[config.mk]
export PLATFORM = sky130hd
export DESIGN_NAME = z80_bus_arbiter
export DESIGN_NICKNAME = d
export VERILOG_FILES = /design/src/rtl/z80_bus_arbiter.sv
export SDC_FILE = /design/constraint.sdc
export NUM_CORES = 1
export LEC_CHECK = 0
export ABC_CLOCK_PERIOD_IN_PS = 3330
export BUFFER_PORTS_ARGS = -buffer_cell sky130_fd_sc_hd__buf_2
export CORE_MARGIN = 2
export CORE_UTILIZATION = 50
export DETAILED_ROUTE_END_ITERATION = 16
export PLACE_DENSITY_LB_ADDON = 0.05
export SETUP_SLACK_MARGIN = 0.5
export SLEW_MARGIN = 25
export SYNTH_ARGS = -nofsm -noshare
export SYNTH_HDL_FRONTEND = slang
export SYNTH_SLANG_ARGS = --single-unit
export TNS_END_PERCENT = 10
[constraint.sdc]
create_clock -name CLK -period 3.33 [get_ports CLK]
set_input_delay 0.333 -clock CLK [delete_from_list [all_inputs] [get_ports CLK]]
set_output_delay 0.333 -clock CLK [all_outputs]
set_load 0.02 [all_outputs]
[src/rtl/z80_bus_arbiter.sv]
// Z80 external bus arbiter: hands the bus to an nBUSREQ/nBUSACK master at
// M-cycle boundaries, stalls the core meanwhile and polices grant length.
module z80_bus_arbiter #(
  parameter int SYNC_STAGES       = 2,
  parameter int MIN_CPU_GAP       = 0,
  parameter int MAX_GRANT_TCYCLES = 1024,
  parameter int COUNT_W           = 16
) (
  input  logic               CLK,
  input  logic               nRESET,
  input  logic               nBUSREQ,
  input  logic               mcycle_done,
  output logic               nBUSACK,
  output logic               bus_float,
  output logic               core_stall,
  output logic [COUNT_W-1:0] grant_count,
  output logic               timeout
);

  localparam int GAP_W = (MIN_CPU_GAP > 0) ? $clog2(MIN_CPU_GAP + 1) : 1;
  localparam int TMR_W = (MAX_GRANT_TCYCLES > 0) ? $clog2(MAX_GRANT_TCYCLES + 1) : 1;
  localparam logic [GAP_W-1:0]   GAP_LOAD  = GAP_W'(MIN_CPU_GAP);
  localparam logic [TMR_W-1:0]   TMR_MAX   = TMR_W'(MAX_GRANT_TCYCLES);
  localparam logic [COUNT_W-1:0] COUNT_MAX = {COUNT_W{1'b1}};
  localparam bit                 TMO_EN    = (MAX_GRANT_TCYCLES != 0);

  typedef enum logic [1:0] {
    ST_IDLE    = 2'd0,
    ST_GRANTED = 2'd1,
    ST_RELEASE = 2'd2
  } state_t;

  logic [SYNC_STAGES-1:0] sync_r;
  logic                   req_s;
  logic                   eligible_s;
  logic                   stall_s;
  state_t                 state_r;
  state_t                 state_nxt_s;
  logic [GAP_W-1:0]       cooldown_r;
  logic [GAP_W-1:0]       cooldown_nxt_s;
  logic [TMR_W-1:0]       timer_r;
  logic [TMR_W-1:0]       timer_nxt_s;
  logic [COUNT_W-1:0]     count_r;
  logic [COUNT_W-1:0]     count_nxt_s;
  logic                   timeout_r;
  logic                   timeout_nxt_s;
  logic                   nbusack_r;
  logic                   bus_float_r;

  // Request synchronizer; resets to "not requesting"
  always_ff @(posedge CLK or negedge nRESET) begin
    if (!nRESET) begin
      sync_r <= {SYNC_STAGES{1'b0}};
    end else begin
      sync_r <= {sync_r[SYNC_STAGES-2:0], ~nBUSREQ};
    end
  end

  assign req_s      = sync_r[SYNC_STAGES-1];
  assign eligible_s = req_s & (cooldown_r == {GAP_W{1'b0}});

  // Next-state, bookkeeping and core stall decode
  always_comb begin
    state_nxt_s    = state_r;
    cooldown_nxt_s = cooldown_r;
    timer_nxt_s    = timer_r;
    count_nxt_s    = count_r;
    timeout_nxt_s  = timeout_r;
    stall_s        = 1'b0;
    case (state_r)
      ST_IDLE: begin
        if (mcycle_done && eligible_s) begin
          // Stall in the decision cycle so the core parks at the boundary
          stall_s     = 1'b1;
          state_nxt_s = ST_GRANTED;
          timer_nxt_s = {TMR_W{1'b0}};
          if (count_r != COUNT_MAX) begin
            count_nxt_s = count_r + COUNT_W'(1);
          end else begin
            count_nxt_s = count_r;
          end
        end else if (mcycle_done && (cooldown_r != {GAP_W{1'b0}})) begin
          cooldown_nxt_s = cooldown_r - GAP_W'(1);
        end else begin
          cooldown_nxt_s = cooldown_r;
        end
      end
      ST_GRANTED: begin
        stall_s = 1'b1;
        if (timer_r != TMR_MAX) begin
          timer_nxt_s = timer_r + TMR_W'(1);
        end else begin
          timer_nxt_s = timer_r;
        end
        if (TMO_EN && (timer_nxt_s == TMR_MAX)) begin
          timeout_nxt_s = 1'b1;
        end else begin
          timeout_nxt_s = timeout_r;
        end
        if (!req_s) begin
          state_nxt_s = ST_RELEASE;
        end else begin
          state_nxt_s = ST_GRANTED;
        end
      end
      ST_RELEASE: begin
        stall_s        = 1'b1;
        state_nxt_s    = ST_IDLE;
        cooldown_nxt_s = GAP_LOAD;
      end
      default: begin
        state_nxt_s = ST_IDLE;
      end
    endcase
  end

  // State registers; bus handshake outputs are decoded from the next state
  always_ff @(posedge CLK or negedge nRESET) begin
    if (!nRESET) begin
      state_r     <= ST_IDLE;
      cooldown_r  <= {GAP_W{1'b0}};
      timer_r     <= {TMR_W{1'b0}};
      count_r     <= {COUNT_W{1'b0}};
      timeout_r   <= 1'b0;
      nbusack_r   <= 1'b1;
      bus_float_r <= 1'b0;
    end else begin
      state_r     <= state_nxt_s;
      cooldown_r  <= cooldown_nxt_s;
      timer_r     <= timer_nxt_s;
      count_r     <= count_nxt_s;
      timeout_r   <= timeout_nxt_s;
      nbusack_r   <= (state_nxt_s != ST_GRANTED);
      bus_float_r <= (state_nxt_s == ST_GRANTED);
    end
  end

  assign nBUSACK     = nbusack_r;
  assign bus_float   = bus_float_r;
  assign core_stall  = stall_s;
  assign grant_count = count_r;
  assign timeout     = timeout_r;

endmodule

# == Word-level counts from Yosys, hierarchy flattened ==
# Cells that the tools add are included.
# totals
inputBits,4
register_bits,35
word_cells,46
out_inout_bits,20
# op_classes
add_sub_neg,3
eq_ne,10
muxes,12
bitwise,3
n_reduce_logical,10
# op_table
op,n
2-to-1 mux 11 bit,3
one-hot mux 11 bit (2 select lines),1
adder 16 x 1 -> 16 bit (second input constant),1
!= test 16 bit (second input constant),1
adder 11 x 1 -> 11 bit (second input constant),1
== test 11 bit (second input constant),1
!= test 11 bit (second input constant),1
!= test 2 bit (second input constant),3
AND reduction 3 bit,2
== test 2 x 1 -> 1 bit (second input constant),2
2-to-1 mux 2 bit,2
one-hot mux 1 bit (2 select lines),2
one-hot mux 2 bit (2 select lines),1
AND reduction 2 bit,2
nonzero test 2 bit,2
2-to-1 mux 1 bit,3
== test 2 bit (second input constant),1
logical AND 1 bit,2
zero test 2 bit,1
!= test 2 x 1 -> 1 bit (second input constant),1
NOT 1 bit,2
OR reduction 2 bit,1
AND 1 bit,1
subtractor 1 bit (second input constant),1

# == Longest topological paths before layout ==
# Gate-level depths: netlist of the first run.
# logic_depth
depth_word,6
ltp_mapped,7
mapped_depth_nobuf,7

# == Least setup slack after synthesis of the first run ==
# Ideal clock, no wire load.
# synth_timing
kind,register -> register
startpoint,register timer_r[0]
endpoint,"register timeout_r, in the netlist timeout"
setup_time_ps,104
arrival_ps,1743
n_path_buf,1
stages_incl_launch_ff,7
slack_ps,1483
t_required_ps,3226
period_less_slack_ps,1847
path_cell_list,dfrtp_1 > and4_4 > buf_6 > nand4_4 > xnor2_1 > or4_4 > o41ai_2
# synth_between
elab_chain_len,5
elab_cells_between_ends,6
cone_classes,1 x add/sub; 2 x eq/ne; 2 x mux; 1 x reduce/logical
# synth_rtl
element,line_no,rtl
from (decl),41,logic [TMR_W-1:0] timer_r;
from (signal assigned),122,timer_r <= {TMR_W{1'b0}};
from (signal assigned),130,timer_r <= timer_nxt_s;
adder 11 x 1 -> 11 bit or != test 11 bit (tied branches),"91, 90",
2-to-1 mux 11 bit (*),90,if (timer_r != TMR_MAX) begin
2-to-1 mux 11 bit (*),70,case (state_r)
== test 11 bit (*),95,if (TMO_EN && (timer_nxt_s == TMR_MAX)) begin
AND reduction 2 bit (no line) (*),-,
to (signal assigned),132,timeout_r <= timeout_nxt_s;
to (decl),45,logic timeout_r;
# Every way passes the cells marked *; elsewhere a longest branch is shown, timed or not. The select of a mux whose other input is x is not followed.
# A chain may end at the register's enable or synchronous reset.

# == Final worst setup path of the first run ==
# layout_timing
startpoint,register state_r[0]
endpoint,register timer_r[5]
# layout_between
elab_chain_len,3
elab_cells_between_ends,6
cone_classes,2 x eq/ne; 1 x mux; 3 x reduce/logical
# layout_rtl
element,line_no,rtl
from (decl),37,state_t state_r;
from (signal assigned),128,state_r <= state_nxt_s;
== test 2 x 1 -> 1 bit or zero test 2 bit (tied branches),70,
nonzero test 2 bit (no line) or != test 2 bit (tied branches),-,
AND reduction 2 bit (no line),-,
# Parallel ways exist; a longest one is shown, timed or not.

==> results of run 1 <==
==> how the worst max path moves through the flow <==
stage | endpoint | depth (start not counted) | slack [ps]
2_1_floorplan | timeout | 6 | 1480
3_3_place_gp | timeout | 6 | 1300
3_5_place_dp | timer_r[6] | 6 | 1190
4_1_cts | timer_r[6] | 6 | 1170
5_1_grt | timer_r[6] | 6 | 920
6_report | timer_r[5] | 6 | 1160
==> power groups by stage <==
stage | clock [mW] | sequential, mW | combinational [mW]
2_1_floorplan | 0 | 0.606 | 0.304
3_3_place_gp | 0 | 0.573 | 0.468
3_5_place_dp | 0 | 0.580 | 0.477
4_1_cts | 0.309 | 0.573 | 0.477
5_1_grt | 0.331 | 0.585 | 0.534
6_report | 0.297 | 0.574 | 0.470
==> cell usage after synthesis, types with 4 or more instances <==
| library cell | number |
|---|---|
| o21ai_0 | 15 |
| nand2_1 | 16 |
| a21oi_1 | 9 |
| nand4_1 | 4 |
| xnor2_1 | 12 |
| dfrtp_1 | 34 |
| nor2_1 | 14 |
| nor3_1 | 5 |
| nand3_1 | 13 |
| ha_1 | 7 |
| inv_1 | 12 |
| xor2_1 | 6 |
| o31ai_1 | 6 |
==> cell type report <==
cell class | instances | area share, %
inverter | 12 | 2.13
timing repair buffer | 23 | 5.43
clock inverter | 2 | 0.590
multi-input combinational | 142 | 44.2
tap | 48 | 2.83
sequential | 35 | 41.4
clock buffer | 6 | 3.42
==> state kept, by name, summed over array words and instances (netlist names) <==
signal,count
bus_float,1
cooldown_r,1
grant_count,16
nBUSACK,1
state_r,2
sync_r,2
timeout,1
timer_r,11
==> per-layer routing <==
layer	track usage [%]	vias up	part of all wire [%]
met1	26.9	707	47
met4	9.38	0	2.0
met2	33.3	19	48
met5	0	-	0
met3	5.11	4	2.7
li1	-	739	-
==> per-stage QoR <==
stage | instances | hold WS [ps] | utilization, % | setup WS [ps]
2_1_floorplan | 195 | 37.4 | - | 1480
3_3_place_gp | 260 | 335 | 55.6 | 1300
3_5_place_dp | 260 | 343 | 55.6 | 1190
4_1_cts | 268 | 138 | 57.9 | 1170
5_1_grt | 268 | 159 | 57.9 | 923
6_report | 268 | 113 | 57.9 | 1160
==> kinds of logic (layout without fill, tap and decap cells) <==
kind of cell	count (synthesis)	in the layout	share of synthesized area, %
AND/OR/NAND/NOR	75	75	21.8
buffers and inverters	18	43	5.29
flip-flops	35	35	45.8
AO/OA/AOI/OAI	40	40	13.1
adder cells (fa/ha/maj)	7	7	4.57
XOR/XNOR	18	18	8.23
multiplexers	2	2	1.18
==> results.toml, run 1 <==
[final_layout]
regArea_um2 = 877
nNetsFinal = 230
drive_gt1_share_pct = 19.1
mostFrequentLayoutCell = "dfrtp_1"
layout.filler_cells = 351
diodes = 0
multi_input_area_um2 = 937
fin_area_um2 = 2120
final_cell_mix = "dfrtp_1, buf_2, nand2_1"
syn_to_final_growth_pct = 10.6

[setup_path]
startpoint = "state_r[0]"
critPathTopFamily = "compound AO/OA/AOI/OAI gates"
cp.required_ps = 3520
r2r_setup_slack_ps = 1160
r2r-end = "timer_r[5]"
path_buf_inv = 1
cp_max_fo = 13
worst_path_largest_cell_delay_ps = 690
crit_path_top_delay_cell = "a21oi_1"
path_class = "flop to flop"
worstPathCellList = "inv_1, ha_1, and4b_1, a21oi_1, o21ai_0, o31ai_1"
cp-end-kind = "flop"
worst_r2r_path_depth = 6
r2r_start = "state_r[0]"
worst_setup_path_start_kind = "flop"
worst_ep_arrival_time_ps = 2360

[run_status]
status = "finished clean"

[min_path]
min_path_type = "input pin to async pin"

[cts]
cts_buffer_depth = 2
post_cts_buffers = 0
htreeDepth = 2
cts_resized = 0
hold_buffers = 0
clock_sinks = 35
cts_buffers = 5
clkTransAtPathRegs_ps = 70
cts_tree = "yes"
insertion_delay_ps = 290
root_buffer = "clkbuf_8"

[power]
p_int_mw = 0.817
p_leak_nw = 0.984
p_clk_share_pct = 22.1
comb_power_share_pct = 35.1
p_sw_share_pct = 39.1
p_sw_mw = 0.524
power_frac_seq_pct = 42.8
power_density_nw_per_um2 = 633
ir_worst_vdd_v = 0.000570
p_total_mw = 1.34

[timing]
setup_viol = 0
min_period_over_period_pct = 65.2
tightest_slew_ps = 870
slew_headroom_pct = 42.0
fmax_mhz = 461
hold_viol_final = 0
fin_tns_setup_ps = 0
period_minus_slack_ps = 2170
final_max_slew_viol_count = 0
fin_worst_skew_ps = 5.33
rsz0062_at_grt = "no"

[drt]
drc_errors = 0
avgRoutedWirePerCell_um = 14.0
ant_nets = 0
dr.pass1.iters = 5
drt_first_iter_violations = 63
vias = 1469
via_per_inst = 5.48
wirelength_mm = 3.75

[synth]
synthFlopType = "dfrtp_1"
synthDistinctLibCells = 45
syn-num-nets = 206
synth_area_leader_cell = "dfrtp_1"
netlist_area_um2 = 1920
synth.area.top_cells = "dfrtp_1, xnor2_1, ha_1"
async_reset_ff_share_pct = 100
yosysSeqAreaShare_pct = 45.8
synth_edf_count = 0
synthCells = 195
ys_warn_count = 0
ys_ff_latch = 35
syn_area_per_cell_um2 = 9.82
synth.top_cell.area_share_pct = 44.4

[global_routing]
grt_pass1_vias = 1485
antenna_found_initial = 0
grt_max_degree = 36
grt.total_usage_pct = 20.9
grt_overflow = 0
grt_pass1_wl_mm = 6.76

[floorplanning]
die_area_um2 = 4340
start_util_pct = 52.3
dieHeight_um = 65.9
rows = 22
pin_count = 24
die_width_um = 65.9
fp.coreArea_um2 = 3660

[placement]
place_hpwl_mm = 2.73
placed_area_um2 = 2030
port_buffers = 23
place.gp.congestion = 0.843

[flow_run]
max_cap_viol_count = 0
Power figures use the tool's default switching activity.
==> run 2, diff against run 1 <==
- ABC_CLOCK_PERIOD_IN_PS: 3330 -> 1700
- clock period: 3.33 -> 1.7 ns (I/O delays scaled with it)
==> run 2 against run 1 <==
  * The flow now finishes with violations (setup timing)
  * Clock skew increased by 4.1 ps
  * First-iteration DRC count increased to 2.7 times the previous value
  * Global-route usage increased by 3.9 points
  * Largest cell class unchanged
  * Clock power rose by 130%
  * Wire length increased by 35%
  * Sequential share of layout area shrank 9.1 points
  * Sequential power grew 92%
  * Total power rose to 2.7 times the previous value
==> results.toml, run 2 (synthesis results as in run 1) <==
[floorplanning]
start_util_pct = 52.3
pin_count = 24
die_area_um2 = 4340
fp.coreArea_um2 = 3660
rows = 22
dieHeight_um = 65.9
die_width_um = 65.9

[setup_path]
worst_ep_arrival_time_ps = 2040
critPathTopFamily = "compound AO/OA/AOI/OAI gates"
cp.required_ps = 1880
cp_max_fo = 6
cp-end-kind = "flop"
worstPathCellList = "inv_2, ha_4, nor4bb_4, a2111oi_2, a41o_2, a21oi_2, o41ai_2"
path_class = "flop to flop"
worst_path_largest_cell_delay_ps = 440
worst_setup_path_start_kind = "flop"
path_buf_inv = 1
crit_path_top_delay_cell = "dfrtp_2"

[timing]
min_period_over_period_pct = 109
tightest_slew_ps = 377
fmax_mhz = 539
fin_tns_setup_ps = -236
rsz0062_at_grt = "yes"
slew_headroom_pct = 74.7
worst_slack_ps = -157
setup_viol = 2
hold_viol_final = 0
period_minus_slack_ps = 1860
final_max_slew_viol_count = 0
fin_worst_skew_ps = 9.39

[final_layout]
mostFrequentLayoutCell = "buf_4"
nNetsFinal = 270
stdcell_count = 308
drive_gt1_share_pct = 52.3
multi_input_area_um2 = 1210
final_cell_mix = "buf_4, dfrtp_1, buf_2"
fin_area_um2 = 2750
diodes = 0
syn_to_final_growth_pct = 43.8
layout.filler_cells = 252
largest_reg_flops = 16
regArea_um2 = 888

[placement]
place_hpwl_mm = 3.25
placed_area_um2 = 2320
port_buffers = 23
place.gp.congestion = 0.830
dp_cells = 291

[power]
p_clk_share_pct = 18.9
power_frac_seq_pct = 31.1
ir_worst_vdd_v = 0.000908
p_leak_nw = 1.28
p_sw_mw = 1.36
comb_power_share_pct = 50.0
power_density_nw_per_um2 = 1290
p_sw_share_pct = 38.2
p_int_mw = 2.19

[drt]
dr_wl_met3_um = 199
avgRoutedWirePerCell_um = 16.5
wirelength_mm = 5.07
drt_first_iter_violations = 171
drc_errors = 0
via_per_inst = 5.68
highest_layer = "met4"
dr_wl_met2_mm = 2.71
wl_met1_mm = 2.05
vias = 1749
ant_nets = 0
dr.pass1.iters = 4

[cts]
cts_tree = "yes"
htreeDepth = 2
cts_buffer_depth = 2
root_buffer = "clkbuf_8"
insertion_delay_ps = 290
cts_buffers = 5
clkTransAtPathRegs_ps = 70
clock_sinks = 35

[global_routing]
grt_overflow = 0
grt_max_degree = 14
grt_pass1_vias = 1780
antenna_found_initial = 0
grt_pass1_wl_mm = 8.17
grt.total_usage_pct = 24.8

[run_status]
violations = "setup timing"
status = "finished, violations left"

[min_path]
min_path_type = "input pin to flop"

[flow_run]
max_cap_viol_count = 0
==> run 2: cell count changes in the layout (fill, tap and decap cells not counted), sizes merged <==
cell,delta
buf,+39
clkbuf,+2
clkinv,-1
dlygate4sd3,+1
inv,-1
==> run 2: final timing paths <==
kind	start	to	slack, ps	depth (start not counted)
worst max register to register	timer_r[1]	timeout	-160	7
worst max-delay path	timer_r[1]	timeout	-160	7
min in group asynchronous	nRESET	timer_r[6]	290	2
max in group asynchronous	nRESET	grant_count[6]	900	3
worst min-delay path	nBUSREQ	sync_r[0]	20	2
worst min register to register	sync_r[0]	sync_r[1]	360	0
==> run 2: stage by stage <==
stage / worst slack (ps) / util (%) / hold WS [ps] / power, mW
after floorplan: -11.0 / - / -126 / 1.80
after CTS: -150 / 70.7 / 13.3 / 3.30
final: -157 / 75.2 / 22.6 / 3.55
after global routing: -218 / 75.2 / 26.4 / 3.76
after global placement: -151 / 63.3 / 62.9 / 2.29
after detailed placement: -217 / 63.3 / 68.6 / 2.32
==> run 2: layout make-up <==
type,instances,share of cell area (%)
clock buffers,8,3.63
repair buffers,63,16.1
multi-input cells,142,43.9
flip-flops and latches,35,32.3
well taps,48,2.18
inverters,12,1.86
==> run 2: metal layers <==
metal / up-vias / global-route usage (%)
li1: 828 / -
met1: 862 / 29.3
met2: 48 / 44.1
met3: 11 / 4.77
met4: 0 / 9.64
met5: - / 0
==> run 2: timing repair <==
item,in CTS,in global routing
hold buffers,1,0
hold endpoints to repair,9,0
pin swaps,19,11
resized for setup,40,31
endpoints found under the setup margin,33,34
setup buffers,4,4
==> run 2: power groups by stage <==
stage	logic (mW)	clock network [mW]	registers [mW]
after floorplan	0.604	0	1.20
after global placement	1.19	0	1.09
after detailed placement	1.22	0	1.10
after CTS	1.52	0.685	1.10
after global routing	1.92	0.716	1.12
final	1.78	0.671	1.10
